File: config.mk
export PLATFORM = sky130hd
export DESIGN_NAME = ripple_count_reader
export DESIGN_NICKNAME = d
export VERILOG_FILES = /design/src/rtl/ripple_count_reader.sv
export SDC_FILE = /design/constraint.sdc
export NUM_CORES = 1
export LEC_CHECK = 0
export CAP_MARGIN = 20
export CORE_MARGIN = 2
export CORE_UTILIZATION = 50
export DETAILED_ROUTE_END_ITERATION = 10
export PLACE_DENSITY_LB_ADDON = 0.08
export REMOVE_ABC_BUFFERS = 1
export SKIP_LAST_GASP = 1
export SLEW_MARGIN = 15
export SYNTH_ARGS = -nofsm -noshare
export SYNTH_HDL_FRONTEND = slang
export SYNTH_SLANG_ARGS = --single-unit
File: constraint.sdc
create_clock -name clk -period 2.15 [get_ports clk]
set_clock_uncertainty 0.2 [all_clocks]
set_input_delay 0.3225 -clock clk [delete_from_list [all_inputs] [get_ports clk]]
set_output_delay 0.3225 -clock clk [all_outputs]
set_load 0.01 [all_outputs]
File: src/rtl/ripple_count_reader.sv
// Coherent clk-domain reader for an asynchronous up/down ripple counter.
// Optional forced capture on timeout when RCR_TIMEOUT_EN is defined.
module ripple_count_reader #(
  parameter int SIZE       = 4,
  parameter int STABLE_CNT = 2,
  parameter int TIMEOUT    = 16
) (
  input  logic            clk,
  input  logic            rst_n,
  input  logic [SIZE-1:0] cnt_in,
  input  logic            up,
  input  logic            rd_req,
  output logic            rd_ack,
  output logic            busy,
  output logic [SIZE-1:0] count_out,
  output logic [SIZE-1:0] delta_out,
  output logic            err
);

  localparam int SW = $clog2(STABLE_CNT + 1);

  typedef enum logic [1:0] {IDLE, SAMPLE, DONE} state_t;

  state_t          state;
  logic [SIZE-1:0] sync_cnt_meta, sync_cnt;
  logic            sync_up_meta, sync_up;
  logic [SIZE-1:0] prev, last, delta_next;
  logic [SW-1:0]   stab;
  logic            same, stable_hit;

  // NOTE: sequential state uses non-blocking assignments so every flop samples pre-edge values.
  always_ff @(posedge clk) begin
    if (!rst_n) begin
      sync_cnt_meta <= '0;
      sync_cnt      <= '0;
      sync_up_meta  <= 1'b0;
      sync_up       <= 1'b0;
    end else begin
      sync_cnt_meta <= cnt_in;
      sync_cnt      <= sync_cnt_meta;
      sync_up_meta  <= up;
      sync_up       <= sync_up_meta;
    end
  end

  assign same       = (sync_cnt == prev);
  assign stable_hit = same && (stab == SW'(STABLE_CNT - 1));

  // NOTE: default assignment first so no path leaves delta_next unassigned (no latch).
  always_comb begin
    delta_next = last - sync_cnt;
    if (sync_up) delta_next = sync_cnt - last;
  end

`ifdef RCR_TIMEOUT_EN
  localparam int TW = $clog2(TIMEOUT + 1);
  logic [TW-1:0] tmo;
  logic          tmo_hit;
  logic          err_q;
  assign tmo_hit = (tmo == TW'(TIMEOUT - 1));
  assign err     = err_q;
`else
  logic unused_timeout;
  assign unused_timeout = (TIMEOUT != 0);
  assign err            = 1'b0;
`endif

  // NOTE: prev and stab are reset too although IDLE reloads them; it keeps reset state deterministic.
  always_ff @(posedge clk) begin
    if (!rst_n) begin
      state     <= IDLE;
      rd_ack    <= 1'b0;
      busy      <= 1'b0;
      count_out <= '0;
      delta_out <= '0;
      last      <= '0;
      prev      <= '0;
      stab      <= '0;
`ifdef RCR_TIMEOUT_EN
      tmo       <= '0;
      err_q     <= 1'b0;
`endif
    end else begin
      case (state)
        IDLE: begin
          rd_ack <= 1'b0;
          if (rd_req) begin
            state <= SAMPLE;
            busy  <= 1'b1;
            prev  <= sync_cnt;
            stab  <= SW'(1);
`ifdef RCR_TIMEOUT_EN
            tmo   <= '0;
`endif
          end
        end
        SAMPLE: begin
          prev <= sync_cnt;
          stab <= same ? stab + SW'(1) : SW'(1);
`ifdef RCR_TIMEOUT_EN
          tmo  <= tmo + TW'(1);
`endif
          if (stable_hit) begin
            state     <= DONE;
            rd_ack    <= 1'b1;
            count_out <= sync_cnt;
            delta_out <= delta_next;
            last      <= sync_cnt;
`ifdef RCR_TIMEOUT_EN
            err_q     <= 1'b0;
          end else if (tmo_hit) begin
            // Never settled: take whatever is on the bus and flag it.
            state     <= DONE;
            rd_ack    <= 1'b1;
            count_out <= sync_cnt;
            delta_out <= delta_next;
            last      <= sync_cnt;
            err_q     <= 1'b1;
`endif
          end
        end
        DONE: begin
          rd_ack <= 1'b0;
          busy   <= 1'b0;
          state  <= IDLE;
        end
        default: state <= IDLE;
      endcase
    end
  end

endmodule

==> flow_summary.ini <==
[status]
status = complete, no violations

[detailed_routing]
first_iter_violations = 10
drcViolationCount = 0
first_pass_iters = 4
wirelength_um = 2040
antenna_left = 0
drt-vias-per-instance = 4.95
vias = 836
avgRoutedWirePerCell_um = 12.1

[clock_network]
cts_buffer_depth = 2
worstSkewPairLatency_ps = 310
ctsHoldBuffers = 0
cts_made_buffers = 3
path_clk_slew_ps = 130
htreeDepth = 1
post_cts_resized = 0
cts_setup_buffers = 0
clockRootBuffer = clkbuf_4
cts.sinks = 28
cts_tree = built

[finish]
drive_gt1_frac = 0.0993
layout_common_cells = dfxtp_1 (28), nor2_1 (17), clkdlybuf4s50_1 (17)
fillers = 191
antenna_cells = 0
fin_nets = 160
area_growth_pct = 17.9
design_area_um2 = 1440
layout_commonest_cell = dfxtp_1

[sta]
rsz0062_at_grt = false
drv_slew = 0
relSlewSlack = 0.630
hold_viol_final = 0
post-route-period-util = 0.885
finalSetupTns_ps = 0
worst_slew_pin_slew_ps = 554
final-setup-viol-count = 0
fin_crit_ps = 1900
fmax_mhz = 526

[global_route]
grt_use_total = 0.177
grt_overflow = 0
grt_max_degree = 17
grt_antenna_before_repair = 0
grt_pass1_vias = 836
grt_pass1_wl_um = 3600

[die]
die-area_um2 = 2860
coreArea_um2 = 2250
initial_utilization = 0.543
std_cell_rows = 17
io_pins = 19
die_x_um = 53.5
die_h_um = 53.5

[yosys]
synth_compound_area_frac = 0.0981
netlist_area_um2 = 1220
yosys.area_share.adder = 0.104
synthSimpleGateAreaFrac = 0.153
yosys_warnings = 0
yosysSeqAreaShare = 0.458
syn_inst = 121
muxShareOfSynthArea = 0.0654
synth_xor_area_frac = 0.0501
avgSynthCellArea_um2 = 10.1
yosysUniqueCellTypes = 28
ys_seq_elements = 28
synth_top_family_by_area = simple AND/OR/NAND/NOR gates

[run]
timing.max_cap.violations = 0

[critical_path]
cp.arrival_ps = 1900
crit_path_end_kind = flip-flop
start_kind = flip-flop
critPathKind = reg -> reg
critPathMaxFanout = 8
critical_path_required_ps = 2150

[placement]
port_buffers = 17
dp_hpwl_um = 1530
gp_congestion = 0.738
post_dp_cell_area_um2 = 1420

[pwr]
leakage_nw = 0.573
ir_drop_mv = 0.530
p_per_area_nw_per_um2 = 617

[hold_path]
min_path_type = reg -> reg
-- metrics by stage --
step	total power, mW	worst slack (ps)	std cells	util	hold WS [ps]
after detailed placement	0.701	255	166	0.630	222
after global placement	0.696	275	166	0.630	216
after global routing	0.938	57.9	169	0.640	271
after floorplan	0.643	112	116	-	212
final	0.891	248	169	0.640	251
after CTS	0.904	240	169	0.640	255
-- per-layer routing --
layer / global-route usage / wire, um
met5: 0 / 0
met4: 0.0769 / 14
met3: 0.0339 / 56
met2: 0.302 / 990
met1: 0.212 / 980
-- logic make-up after synthesis --
| logic type | Yosys count |
|---|---|
| buffers and inverters | 15 |
| DFF | 28 |
| and+or+nand+nor | 35 |
| other | 1 |
| xor gates and xnor gates | 7 |
| muxes | 8 |
| AOI/OAI and AO/OA | 18 |
| adders and majority gates | 9 |
-- where the power goes --
group | internal (mW) | switching (mW) | total [mW]
sequential | 0.542 | 0.0172 | 0.559
clock | 0.0655 | 0.137 | 0.202
combinational | 0.0695 | 0.0601 | 0.130
total | 0.677 | 0.214 | 0.891
-- final timing paths --
path / startpoint / to / slack, ps / cells past startpoint
max: sync_cnt[1]$_SDFF_PN0_ / last[1]$_SDFFE_PN0P_ / 250 / 6
min: sync_cnt_meta[3]$_SDFF_PN0_ / sync_cnt[3]$_SDFF_PN0_ / 250 / 1
max reg2reg: sync_cnt[1]$_SDFF_PN0_ / last[1]$_SDFFE_PN0P_ / 250 / 6
min reg2reg: sync_cnt_meta[3]$_SDFF_PN0_ / sync_cnt[3]$_SDFF_PN0_ / 250 / 1
-- state kept, by name, indices dropped and copies added, names as in the netlist --
name / cells
delta_out: 4
busy: 1
stab: 2
rd_ack: 1
last: 4
sync_up: 1
sync_cnt_meta: 4
state: 2
sync_cnt: 4
prev: 4
sync_up_meta: 1
-- layout make-up --
class	count	area (um^2)	area share
inverters	10	37.5	0.0260
repair buffers	22	208	0.144
multi-input cells	78	581	0.402
clock buffers	3	22.5	0.0156
well taps	28	35.0	0.0243
flip-flops and latches	28	561	0.388
-- Yosys cell counts (all sizes together) --
cell | instances | share of area
dfxtp | 28 | 0.46
nor2b | 2 | 0.010
a311oi | 1 | 0.0072
clkbuf | 2 | 0.0061
conb | 1 | 0.0031
and4b | 1 | 0.0082
a211oi | 3 | 0.027
mux2i | 8 | 0.065
o21ai | 3 | 0.012
inv | 10 | 0.031
ha | 7 | 0.071
o21bai | 1 | 0.0061
xnor2 | 3 | 0.021
xor2 | 4 | 0.029
a32oi | 1 | 0.0072
a22oi | 1 | 0.0061
a21oi | 8 | 0.033
buf | 3 | 0.032
nand2b | 1 | 0.0051
nor2 | 19 | 0.062
fa | 2 | 0.033
and2 | 11 | 0.057
nor4 | 1 | 0.010
-- worst max-delay path, cell delays in order, from the launching register on --
cell and delay (ps):
dfxtp_1 400, xor2_1 190, nor4_2 300, and4b_1 250
buf_4 200, mux2i_1 200, nor2_1 50
Note: power is estimated with default switching activity, not from simulation.
